===== src/rtl/alu32_pkg.sv =====
// Shared ALU32 definitions: FSM encoding, rotation directions and the
// shortest-path resolution of an undo rotation.
package alu32_pkg;

  localparam int WORD_W = 32;

  localparam logic [1:0] ST_IDLE = 2'd0;
  localparam logic [1:0] ST_RUN  = 2'd1;
  localparam logic [1:0] ST_DONE = 2'd2;

  localparam logic DIR_LEFT  = 1'b0;
  localparam logic DIR_RIGHT = 1'b1;

  typedef enum logic [1:0] {
    S_IDLE = ST_IDLE,
    S_RUN  = ST_RUN,
    S_DONE = ST_DONE
  } state_t;

  typedef struct packed {
    logic       dir;
    logic [4:0] k;
  } plan_t;

  // Undo runs opposite to the original rotation; beyond half a word the
  // other way round is shorter, and 32-a wraps to 0 for a=0.
  function automatic plan_t resolve_plan(input logic [WORD_W-1:0] ctl);
    plan_t      p;
    logic [4:0] a;
    logic       undo_dir;
    a        = ctl[4:0];
    undo_dir = ctl[WORD_W-1] ? DIR_LEFT : DIR_RIGHT;
    if (a <= 5'd16) begin
      p.dir = undo_dir;
      p.k   = a;
    end else begin
      p.dir = ~undo_dir;
      p.k   = 5'd0 - a;
    end
    return p;
  endfunction

endpackage


===== src/rtl/rot_step32.sv =====
// Combinational rotate of a 32-bit word by 0..8 bits, left or right.
module rot_step32
  import alu32_pkg::*;
(
  input  logic [WORD_W-1:0] din,
  input  logic [3:0]        amt,
  input  logic              dir,
  output logic [WORD_W-1:0] dout
);

  logic [2*WORD_W-1:0] dbl;
  logic [2*WORD_W-1:0] shl;
  logic [2*WORD_W-1:0] shr;

  always_comb begin
    dbl  = {din, din};
    shl  = dbl << amt;
    shr  = dbl >> amt;
    dout = (dir == DIR_LEFT) ? shl[2*WORD_W-1:WORD_W] : shr[WORD_W-1:0];
  end

endmodule


===== src/rtl/rot_restore32.sv =====
// Iterative inverse rotator: restores a word rotated by the ALU32 truncate/
// rotate unit, at most STEP bits per cycle, using a start/busy/done handshake.
module rot_restore32
  import alu32_pkg::*;
#(
  parameter int STEP = 1
) (
  input  logic              clk,
  input  logic              rst_n,
  input  logic              start,
  input  logic [WORD_W-1:0] In1,
  input  logic [WORD_W-1:0] In2,
  output logic              busy,
  output logic              done,
  output logic [WORD_W-1:0] cout1
);

  localparam logic [3:0] STEP_AMT = 4'(STEP);

  state_t            state_q, state_d;
  logic [WORD_W-1:0] work_q, work_d;
  logic              dir_q, dir_d;
  logic [4:0]        rem_q, rem_d;
  logic [WORD_W-1:0] cout_q, cout_d;

  plan_t             plan;
  logic [3:0]        step_amt;
  logic [4:0]        rem_next;
  logic [WORD_W-1:0] rot_out;

  always_comb begin
    step_amt = (rem_q < {1'b0, STEP_AMT}) ? rem_q[3:0] : STEP_AMT;
    rem_next = rem_q - {1'b0, step_amt};
  end

  rot_step32 u_step (
    .din  (work_q),
    .amt  (step_amt),
    .dir  (dir_q),
    .dout (rot_out)
  );

  always_comb begin
    state_d = state_q;
    work_d  = work_q;
    dir_d   = dir_q;
    rem_d   = rem_q;
    cout_d  = cout_q;
    plan    = resolve_plan(In2);
    case (state_q)
      S_IDLE: begin
        if (start) begin
          work_d = In1;
          dir_d  = plan.dir;
          rem_d  = plan.k;
          if (plan.k == 5'd0) begin
            state_d = S_DONE;
            cout_d  = In1;
          end else begin
            state_d = S_RUN;
          end
        end
      end
      S_RUN: begin
        work_d = rot_out;
        rem_d  = rem_next;
        // cout1 is loaded on entry so it is already valid while done is high
        if (rem_next == 5'd0) begin
          state_d = S_DONE;
          cout_d  = rot_out;
        end
      end
      S_DONE:  state_d = S_IDLE;
      default: state_d = S_IDLE;
    endcase
  end

  always_ff @(posedge clk or negedge rst_n) begin
    if (!rst_n) begin
      state_q <= S_IDLE;
      work_q  <= '0;
      dir_q   <= DIR_LEFT;
      rem_q   <= '0;
      cout_q  <= '0;
    end else begin
      state_q <= state_d;
      work_q  <= work_d;
      dir_q   <= dir_d;
      rem_q   <= rem_d;
      cout_q  <= cout_d;
    end
  end

  assign busy  = (state_q != S_IDLE);
  assign done  = (state_q == S_DONE);
  assign cout1 = cout_q;

endmodule


===== config.mk =====
export PLATFORM = sky130hd
export DESIGN_NAME = rot_restore32
export DESIGN_NICKNAME = d
export VERILOG_FILES = /design/src/rtl/alu32_pkg.sv /design/src/rtl/rot_step32.sv /design/src/rtl/rot_restore32.sv
export SDC_FILE = /design/constraint.sdc
export NUM_CORES = 1
export LEC_CHECK = 0
export CAP_MARGIN = 20
export CORE_ASPECT_RATIO = 0.75
export CORE_UTILIZATION = 51
export CTS_BUF_LIST = sky130_fd_sc_hd__clkbuf_8
export CTS_CLUSTER_SIZE = 12
export DETAILED_ROUTE_END_ITERATION = 10
export HOLD_SLACK_MARGIN = 0.03
export MAX_ROUTING_LAYER = met4
export PLACE_DENSITY_LB_ADDON = 0.25
export SYNTH_ARGS = -nofsm -noshare
export SYNTH_HDL_FRONTEND = slang
export SYNTH_SLANG_ARGS = --single-unit

===== constraint.sdc =====
create_clock -name clk -period 2.7 [get_ports clk]
set_input_delay 0.81 -clock clk [delete_from_list [all_inputs] [get_ports clk]]
set_output_delay 0.81 -clock clk [all_outputs]
set_load 0.005 [all_outputs]

# Word-level counts from Yosys, hierarchy flattened
# Index checks and enable logic that the tools add are counted.
[word_totals]
reg_bits = 72
output_inout_bits = 34
[op_classes]
addsub = 2
order_cmp = 2
eq_ne = 5
shift = 2
n_mux = 16
n_reduce_logical = 9
[ops]
columns = ["cell", "n"]
rows = [
  ["$mux 32", 5],
  ["$pmux 32 s2", 2],
  ["$shl 64x4->64", 1],
  ["$shr 64x4->32", 1],
  ["$logic_not 5->1", 2],
  ["$pmux 5 s2", 1],
  ["$mux 2", 3],
  ["$mux 6", 1],
  ["$ne 2x2->1 const B", 3],
  ["$reduce_and 2->1", 3],
  ["$le 5x5->1 const B", 1],
  ["$lt 5x1->1 const B", 1],
  ["$mux 5", 1],
  ["$sub 1x5->5 const A", 1],
  ["$sub 5x4->5", 1],
  ["$mux 4", 1],
  ["$pmux 2 s2", 1],
  ["$reduce_and 4->1", 1],
  ["$reduce_bool 2->1", 2],
  ["$eq 2x1->1 const B", 1],
  ["$eq 2x2->1 const B", 1],
  ["$logic_not 2->1", 1],
  ["$mux 1", 1],
]

# Longest topological paths before layout
# Gate-level depths: netlist of the first run.
[depth]
ltp_word = 6
mapped_depth = 10
depth_no_buf = 8

# By module
# Synthesis of the first run repeated with hierarchy kept, for this count alone.
[hier_totals]
cells_unflattened = 512
hier_area_um2 = 7206.9
[by_module_without_submodules]
columns = ["module", "n_inst", "cells_per_inst", "area_per_inst_um2", "seq_area_each_um2"]
rows = [
  ["rot_step32", 1, 192, 3787.4, 0.0],
  ["rot_restore32", 1, 320, 3419.5, 1801.7],
]

# Worst setup path after synthesis of the first run
# No wires, ideal clock.
[synth_timing]
kind = "input port to flip-flop"
startpoint = "input In2[0]"
endpoint = "register cout_q[10] (netlist: cout1[10])"
setup_time_ns = 0.125
arrival_ns = 2.818
required_time_ns = 2.575
slack_ns = -0.243
cell_stages = 10
path_cell_list = "inv_1 > ha_1 > nor3b_2 > o211ai_1 > a2111o_1 > o21a_1 > or3_1 > buf_6 > buf_12 > mux2_4"
[synth_via]
elab_chain_len = 5
word_cells_on_any_way = 6
cone_classes = "add/sub (1); order compare (1); eq/ne (1); mux (1); reduce/logical (2)"
[synth_rtl]
columns = ["element", "line", "source"]
rows = [
  ["from (decl)", "rot_restore32.sv:12", "input logic [WORD_W-1:0] In2,"],
  ["$sub 1x5->5 or $le 5x5->1 (tied branches)", "alu32_pkg.sv:38, alu32_pkg.sv:33", ""],
  ["$mux 6 *", "alu32_pkg.sv:33", "if (a <= 5'd16) begin"],
  ["$logic_not 5->1 *", "rot_restore32.sv:56", "if (plan.k == 5'd0) begin"],
  ["$ne 2x2->1 (no line) *", "-", ""],
  ["$reduce_and 4->1 (no line) *", "-", ""],
  ["to (signal assigned)", "rot_restore32.sv:90", "cout_q <= cout_d;"],
  ["to (decl)", "rot_restore32.sv:24", "logic [WORD_W-1:0] cout_q, cout_d;"],
]
# Every way passes the cells marked *; elsewhere a longest branch is shown, timed or not.
# A chain may end at the register's enable or synchronous reset.

# Worst setup path after layout of the first run
[layout_timing]
startpoint = "input In2[1]"
endpoint = "register cout_q[12] (netlist: cout1[12])"
# Same word-level chain as after synthesis.

==> impl_metrics.yaml, run 1 <==
floorplan:
  die_h_um: 79.4
  row_count: 27
  coreArea_mm2: 0.00753
  die_area_mm2: 0.00836
  ioPinCount: 101
  die_w_um: 105
  start_util: 0.541
finish:
  multi_input_area_mm2: 0.00213
  syn_to_final_growth_pct: 33.6
  layout_commonest_cell: "dfrtp_1"
  regArea_mm2: 0.00180
  layout_common_cells: "dfrtp_1, nand2_1, clkdlybuf4s50_1"
  fill_cells: 543
  finalNetCount: 546
  final_area_mm2: 0.00545
  layout-drive-gt1-share: 0.243
  diodes: 0
drt:
  ant_nets: 0
  vias: 3259
  via_per_inst: 5.59
  drt-total-wl_um: 9960
  wl_per_cell_um: 17.1
  drtIter0Drc: 211
  firstDrtPassIters: 4
  drcViolationCount: 0
yosys:
  syn_inst: 391
  synth_fp_nets: 460
  synth.area.top_cells: "dfrtp_1, mux2_4, mux2i_1, mux2_2, nand2_1"
  synth_cell_types: 38
  synth.yosys.seq_area_share: 0.442
  ys_ff_latch: 72
  synth_top_area_share: 0.442
  yosys_warnings: 0
  netlist_area_mm2: 0.00408
  avgSynthCellArea_um2: 10.4
  synth_top_cell_by_area: "dfrtp_1"
sta:
  fin_setup_tns_ps: 0
  min_period_ps: 2680
  final-hold-violation-count: 0
  fmax_ghz: 0.373
  setup_viol: 0
  skew_ps: 9.39
  rsz0062_at_grt: "true"
  tightest_slew_ps: 663
  fin_crit_sh: 0.993
  slew_headroom: 0.558
  slew_violations: 0
critical_path:
  cp-start-kind: "primary input"
  worstPathArrival_ps: 2920
  max_stage_delay_ps: 490
  reg2reg_depth: 7
  crit_start: "In2[1]"
  crit_fanout: 6
  required_ps: 2940
  critPathKind: "primary input to flop"
  slowest_stage: "or3_4"
  r2r_start: "rem_q[3]"
  endpoint_kind: "flop"
  path_cells: "buf_12 -> inv_12 -> ha_4 -> nor3b_4 -> o211ai_1 -> a2111o_1 -> o21a_1 -> or3_4 -> clkbuf_16 -> mux2_4"
  ff2ff_setup_slack_ps: 480
  regToRegEndpoint: "cout1[12]"
global_route:
  met3_usage: 0.0645
  gr-usage-met1: 0.351
  grt_pass1_wl_um: 16000
  grt_most_used_layer: "met2"
  grt_pass1_vias: 3218
  use_met2: 0.376
  antenna_found_initial: 0
  grt_overflow: 0
  grt_usage: 0.256
  grt_max_degree: 70
clock_network:
  cts_buffer_depth: 2
  cts_inserted_buffers: 9
  cts_tree: "yes"
  h-tree-depth: 3
  cts_root_buf: "clkbuf_8"
  cts_sinks: 72
  clk_pin_slew_ps: 70
  clk_latency_ps: 350
  ctsHoldBuffers: 0
place:
  placed_area_mm2: 0.00501
  numPortBuffers: 74
  hpwlAfterDp_um: 6240
  gp_congestion: 0.886
power:
  p_leak_uw: 0.00252
  power.density_mw_per_mm2: 1390
  vdd.ir_drop.worst_mv: 0.646
  finalPower_uw: 7590
worst_hold_path:
  hp-class: "primary input to async pin"
outcome:
  outcome: "finished clean"
run:
  cap_violations: 0
power by group:
| group | internal [uW] | switching, uW |
|---|---|---|
| sequential | 1660 | 570 |
| combinational | 2410 | 1820 |
| clock | 729 | 411 |
| total | 4790 | 2800 |
cell type report:
class / count / share of cell area
clock buffers: 10 / 0.0253
multi-input cells: 283 / 0.392
inverters: 10 / 0.0106
clock inverters: 6 / 0.0239
well taps: 101 / 0.0232
flip-flops and latches: 72 / 0.331
repair buffers: 101 / 0.194
Yosys cell counts:
| cell | count |
|---|---|
| dfrtp_1 | 72 |
| nand2_1 | 70 |
| o21ai_0 | 39 |
| o21ai_1 | 35 |
| mux2i_1 | 33 |
| mux2_4 | 29 |
| mux2_2 | 27 |
| clkbuf_1 | 20 |
| inv_1 | 8 |
| mux2_1 | 8 |
| nor2_1 | 7 |
| a21oi_1 | 4 |
| nand2b_1 | 4 |
| buf_12 | 3 |
| nor3_1 | 3 |
| a31oi_1 | 2 |
| buf_1 | 2 |
| ha_1 | 2 |
| inv_2 | 2 |
| o22ai_1 | 2 |
| xnor2_1 | 2 |
| a2111o_1 | 1 |
| a211oi_1 | 1 |
| a21o_1 | 1 |
| a221oi_1 | 1 |
| a2bb2oi_1 | 1 |
| a311oi_1 | 1 |
| a31o_1 | 1 |
| a31o_2 | 1 |
| buf_6 | 1 |
| nand3_1 | 1 |
| nand4bb_1 | 1 |
| nor3b_2 | 1 |
| nor4_1 | 1 |
| o211ai_1 | 1 |
| o21a_1 | 1 |
| o21ba_1 | 1 |
| or3_1 | 1 |
layer usage:
metal | vias to the layer above | share of wire
met1 | 1582 | 0.49
met3 | 18 | 0.053
met5 | - | 0
met4 | 0 | 0.016
li1 | 1548 | -
met2 | 111 | 0.44
metrics by stage:
stage          utilization  hold WS (ps)  worst slack [ps]  std cells
2_1_floorplan            -           489             -81.8        391
3_3_place_gp         0.666           482              -860        559
3_5_place_dp         0.666           490              -925        559
4_1_cts              0.712           432              3.91        579
5_1_grt              0.723           444             -7.28        583
6_report             0.723           423              20.1        583
sequential cells by signal (all words and copies together) (netlist names):
name	cells
dir_q	1
state_q	2
rem_q	5
cout1	32
work_q	32
kinds of logic after synthesis:
logic type | count (synthesis) | share of synthesized area
buf+inv | 36 | 0.0470
compound gates | 93 | 0.125
fa+ha+maj | 2 | 0.00614
xor+xnor | 2 | 0.00430
mux | 97 | 0.285
simple gates | 89 | 0.0909
flops | 72 | 0.442
critical path: cells and delay by family:
family | cells | cell delay, ps
buffers and inverters | 3 | 360
AO/OA/AOI/OAI | 3 | 610
multiplexers | 1 | 290
adder cells (fa/ha/maj) | 1 | 140
AND/OR/NAND/NOR | 2 | 690
timing repair:
item / 4_1_cts / 5_1_grt
gates cloned: 2 / 2
endpoints found under the hold margin: 0 / 0
buffers inserted: 2 / 2
endpoints found under the setup margin: 33 / 32
pin swaps: 3 / 2
resized for setup: 21 / 8
how the worst max path moves through the flow:
stage | to | slack (ps) | depth (start not counted)
global placement | cout1[2] | -860 | 9
floorplan | cout1[10] | -80 | 10
CTS | cout1[28] | 4 | 10
global route | cout1[18] | -7 | 10
finish | cout1[12] | 20 | 10
detailed placement | cout1[2] | -930 | 10
(Power assumes the default switching activity.)
==> inputs of run 2 (changes only) <==
--- a/config.mk
+++ b/config.mk
@@ -14,6 +14,8 @@
 export HOLD_SLACK_MARGIN = 0.03
 export MAX_ROUTING_LAYER = met4
 export PLACE_DENSITY_LB_ADDON = 0.25
+export SLEW_MARGIN = 10
 export SYNTH_ARGS = -nofsm -noshare
 export SYNTH_HDL_FRONTEND = slang
+export SYNTH_HIERARCHICAL = 1
 export SYNTH_SLANG_ARGS = --single-unit
==> run 2 against run 1 <==
  * Synthesized cell count increased by 31%
  * Sequential power increased by 9.4%
  * Hold slack got worse by 210 ps
  * Largest power group unchanged
  * Routed wire length increased by 130%
  * Sequential cell count unchanged
  * Cell count increased by 36%
  * Critical endpoint is now work_q[28]
  * Die area increased by 75%
  * Count of clock-buffer cells in the layout unchanged
  * The flow now finishes with violations (setup timing)
  * Maximum frequency decreased by 1.5%
==> impl_metrics.yaml, run 2 <==
outcome:
  outcome: "complete, but fails checks"
  violations: "setup timing"
finish:
  layout-drive-gt1-share: 0.292
  finalNetCount: 680
  syn_to_final_growth_pct: 25.2
  layout_commonest_cell: "mux4_1"
  diodes: 0
  fill_cells: 964
  layout_common_cells: "mux4_1, dfrtp_1, clkdlybuf4s50_1"
sta:
  slew_violations: 0
  fin_crit_sh: 1.01
  rsz0062_at_grt: "true"
  tightest_slew_ps: 621
  fin_setup_tns_ps: -52.1
  final-hold-violation-count: 0
  setup_viol: 6
  min_period_ps: 2720
  skew_ps: 9.08
  hold_ws_ps: 214
  layout_setup_ws_ps: -21.5
  slew_headroom: 0.586
  fmax_ghz: 0.367
floorplan:
  die_h_um: 105
  coreArea_mm2: 0.0137
  start_util: 0.524
  row_count: 37
  die_w_um: 139
  die_area_mm2: 0.0146
  ioPinCount: 101
clock_network:
  clk_pin_slew_ps: 90
  h-tree-depth: 3
  cts_sinks: 72
  cts_inserted_buffers: 9
  cts_buffer_depth: 2
  cts_root_buf: "clkbuf_8"
  clk_latency_ps: 380
  cts_tree: "yes"
yosys:
  yosys.cell_count.top_type: "mux4_1"
  syn_inst: 512
  synthArstFlopShare: 1.00
  synth_cell_types: 41
  synth.yosys.seq_area_share: 0.250
  synth_edf_count: 0
  ys_dominant_reg_cell: "dfrtp_1"
  ys_ff_latch: 72
  synth_top_cell_by_area: "mux4_1"
  synth_top_area_share: 0.354
  avgSynthCellArea_um2: 14.1
  yosys_warnings: 6
  synth.area.top_cells: "mux4_1, dfrtp_1, mux4_2, mux2i_1, mux2_2"
  netlist_area_mm2: 0.00721
  synth_common_cells: "mux4_1, dfrtp_1, mux2i_1"
critical_path:
  ff2ff_setup_slack_ps: -20
  crit_fanout: 8
  cp-start-kind: "flop"
  required_ps: 2940
  r2r_start: "rem_q[0]"
  endpoint_kind: "flop"
  worstPathArrival_ps: 2960
  critPathKind: "flop to flop"
  regToRegEndpoint: "work_q[28]"
  reg2reg_depth: 7
power:
  power.density_mw_per_mm2: 1280
  p_leak_uw: 0.00390
  vdd.ir_drop.worst_mv: 0.628
  finalPower_uw: 11500
drt:
  firstDrtPassIters: 5
  via_per_inst: 7.17
  wl_per_cell_um: 28.6
  vias: 5670
  drcViolationCount: 0
  drt-total-wl_um: 22600
  ant_nets: 0
  drtIter0Drc: 536
global_route:
  grt_pass1_vias: 5293
  grt_max_degree: 70
  grt_pass1_wl_um: 33800
  grt_usage: 0.332
  antenna_found_initial: 0
  grt_overflow: 0
run:
  cap_violations: 0
place:
  gp_congestion: 0.949
  place_ws_ps: -501
  hpwlAfterDp_um: 15000
  numPortBuffers: 74
worst_hold_path:
  hp-class: "primary input to async pin"
run 2: changes by cell type after synthesis, moves of 5 or more:
| cell | delta |
|---|---|
| mux4_1 | +97 |
| o21ai_1 | -35 |
| mux2i_1 | +31 |
| mux4_2 | +31 |
| nand2_1 | -31 |
| mux2_4 | -29 |
| inv_1 | +28 |
| buf_6 | +10 |
| buf_2 | +8 |
| mux2_1 | -8 |
| mux2_2 | +5 |
| nor3b_1 | +5 |
run 2: how the worst max path moves through the flow:
stage	from	end	slack, ps	cells past startpoint
3_3_place_gp	In2[0]	cout1[15]	-430	9
2_1_floorplan	rem_q[2]	cout1[2]	3	8
5_1_grt	rem_q[0]	cout1[18]	-90	8
6_report	rem_q[0]	work_q[28]	-20	7
4_1_cts	In2[4]	cout1[6]	10	10
3_5_place_dp	In2[0]	cout1[30]	-500	9
run 2: final cells by class:
| cell class | instances | area (um^2) | share of cell area |
|---|---|---|---|
| clock inverters | 6 | 72.6 | 0.00804 |
| repair buffers | 135 | 1400 | 0.155 |
| multi-input cells | 357 | 5250 | 0.582 |
| inverters | 36 | 135 | 0.0150 |
| clock buffers | 10 | 138 | 0.0153 |
| well taps | 175 | 219 | 0.0243 |
| flip-flops and latches | 72 | 1800 | 0.200 |
run 2: through the flow:
stage                     cell area, um^2  std cells   util
after floorplan                      7210        514      -
after global placement               8350        765  0.607
after detailed placement             8350        765  0.607
after CTS                            8780        788  0.638
after global routing                 9020        791  0.656
final                                9020        791  0.656
run 2: logic make-up (layout without fill, tap and decap cells):
logic type,count (synthesis),in the layout,share of synthesized area
mux,224,224,0.589
simple gates,68,68,0.0470
flops,72,72,0.250
fa+ha+maj,2,2,0.00347
other cells,1,3,0.000520
xor+xnor,2,2,0.00243
compound gates,58,58,0.0495
buf+inv,85,187,0.0576
run 2: metal layers:
layer  global-route usage  up-vias  part of all wire
li1                     -     2347                 -
met1                0.481     2881              0.43
met2                0.457      402              0.43
met3               0.0981       40              0.12
met4               0.0825        0             0.020
met5                    -        -                 0
run 2: what timing repair did:
action | CTS | global route
gates resized for setup | 18 | 63
pin swaps | 5 | 10
endpoints found under the setup margin | 46 | 42
hold endpoints to repair | 0 | 0
cloned | 4 | 1
buffers inserted | 3 | 4
hold buffers | 0 | 0
run 2: worst max-delay path: stages (launching register included):
cell and delay (ps):
dfrtp_1 380, or3_4 390, or3_4 470, buf_12 180, mux4_1 430, mux2_2 320
mux2i_1 270, o21ai_0 130
run 2: where the power goes:
part           switching (uW)  internal, uW
registers                 786          1650
clock network             488           465
logic                    3590          4560
==> inputs of run 3 (changes only) <==
--- a/config.mk
+++ b/config.mk
@@ -11,6 +11,7 @@
 export CTS_BUF_LIST = sky130_fd_sc_hd__clkbuf_8
 export CTS_CLUSTER_SIZE = 12
 export DETAILED_ROUTE_END_ITERATION = 10
+export GPL_ROUTABILITY_DRIVEN = 0
 export HOLD_SLACK_MARGIN = 0.03
 export MAX_ROUTING_LAYER = met4
 export PLACE_DENSITY_LB_ADDON = 0.25
==> run 3 against run 2 <==
  * The run still ends with setup timing left
  * Global-route usage shrank 2.0 points
  * Critical path depth is the same
  * Sequential power is essentially flat
  * Worst setup slack gained 21 ps
  * Die area is the same
  * Sequential share of layout area grew 0.52 points
  * Via count shrank 0.71%
  * Routed wire length shrank 6.9%
  * Non-clock buffer count shrank 6
  * Cell count shrank 0.76%
  * Utilization shrank 1.7 points
  * Largest power group unchanged
==> impl_metrics.yaml, run 3 (synthesized netlist as in run 2, its figures left out) <==
outcome:
  outcome: "complete, but fails checks"
  violations: "setup timing"
critical_path:
  required_ps: 2940
  worstPathArrival_ps: 2940
  crit_path_frequent_cell: "or3_4"
  slowest_stage: "mux4_1"
  max_stage_delay_ps: 490
  cpLargestDelayFamily: "multiplexers"
  endpoint_kind: "flop"
  crit_fanout: 7
  cp-start-kind: "flop"
  path_cells: "or3_4 -> or3_4 -> buf_12 -> mux4_1 -> mux2_2 -> mux2i_1 -> o21ai_0"
  path_buf_inv: 1
  critPathKind: "flop to flop"
drt:
  ant_nets: 0
  via_per_inst: 7.17
  drt-total-wl_um: 21000
  firstDrtPassIters: 5
  drtIter0Drc: 551
  vias: 5630
  wl_per_cell_um: 26.8
  drcViolationCount: 0
sta:
  min_period_ps: 2700
  skew_ps: 12.6
  fin_crit_sh: 1.00
  final-hold-violation-count: 0
  tightest_slew_ps: 562
  rsz0062_at_grt: "true"
  setup_viol: 1
  slew_headroom: 0.625
  slew_violations: 0
  fmax_ghz: 0.370
  hold_ws_ps: 387
  fin_setup_tns_ps: -0.0482
  layout_setup_ws_ps: -0.0482
power:
  vdd.ir_drop.worst_mv: 0.584
  power.density_mw_per_mm2: 1240
  p_leak_uw: 0.00383
clock_network:
  clk_latency_ps: 380
  cts_inserted_buffers: 9
  cts_tree: "yes"
  cts_buffer_depth: 2
  cts_sinks: 72
  cts_root_buf: "clkbuf_8"
  clk_pin_slew_ps: 100
  h-tree-depth: 3
  ctsHoldBuffers: 0
global_route:
  use_met2: 0.423
  grt_most_used_layer: "met1"
  antenna_found_initial: 0
  grt_pass1_vias: 5361
  met3_usage: 0.105
  grt_usage: 0.312
  grt_pass1_wl_um: 32700
  grt_overflow: 0
  grt_max_degree: 65
  gr-usage-met1: 0.450
finish:
  diodes: 0
  syn_to_final_growth_pct: 22.0
  layout-drive-gt1-share: 0.269
  layout_common_cells: "mux4_1, dfrtp_1, clkdlybuf4s50_1"
  finalNetCount: 674
  fill_cells: 1016
  layout_commonest_cell: "mux4_1"
  final_area_mm2: 0.00879
place:
  placed_area_mm2: 0.00830
  numPortBuffers: 74
  hpwlAfterDp_um: 14300
  place_ws_ps: -484
run:
  cap_violations: 0
floorplan:
  start_util: 0.524
  row_count: 37
  die_h_um: 105
  die_area_mm2: 0.0146
  ioPinCount: 101
  coreArea_mm2: 0.0137
  die_w_um: 139
worst_hold_path:
  hp-class: "primary input to async pin"
[run 3: cell types whose count changed in the layout (fill, tap and decap cells not counted), moves of 5 or more]
cell	change
o21ai_1	-11
mux2_2	+9
mux2_4	-9
o21ai_0	+12
mux2i_4	-7
mux2i_2	+5
[run 3: cell type report]
cell class | count | area (um^2) | share of cell area
multi-input combinational | 357 | 5130 | 0.584
sequential | 72 | 1800 | 0.205
timing repair buffer | 129 | 1310 | 0.149
tap | 175 | 219 | 0.0249
inverter | 36 | 135 | 0.0154
clock buffer | 9 | 124 | 0.0141
clock inverter | 7 | 63.8 | 0.00726
[run 3: per-layer routing]
metal / wire length, um / vias to the layer above
met2: 9110 / 391
li1: - / 2331
met4: 377 / 0
met5: 0 / -
met1: 8970 / 2866
met3: 2570 / 42
[run 3: worst paths after layout]
check | from | to | slack (ps) | depth (start not counted)
setup / recovery | rem_q[2] | work_q[28] | -0.05 | 7
hold / removal | rst_n | state_q[0] | 390 | 1
setup reg to reg | rem_q[2] | work_q[28] | -0.05 | 7
hold reg to reg | cout1[28] | cout1[28] | 520 | 2
max in group asynchronous | rst_n | cout1[19] | 1730 | 2
min in group clk | cout1[28] | cout1[28] | 520 | 2
[run 3: metrics by stage]
| step | util | total power (uW) | instances |
|---|---|---|---|
| floorplan | - | 6770 | 514 |
| global placement | 0.604 | 8940 | 759 |
| detailed placement | 0.604 | 9180 | 759 |
| CTS | 0.630 | 10400 | 781 |
| global route | 0.640 | 11400 | 785 |
| finish | 0.640 | 10900 | 785 |
[run 3: report_power, final]
part / internal [uW] / switching [uW]
clock: 354 / 519
combinational: 4240 / 3320
sequential: 1650 / 780
total: 6250 / 4620
[run 3: repair_timing]
action,in CTS,in global routing
cloned,3,1
endpoints found under the setup margin,33,46
pin swaps,4,3
endpoints found under the hold margin,0,0
resized for setup,17,24
buffers inserted,3,3
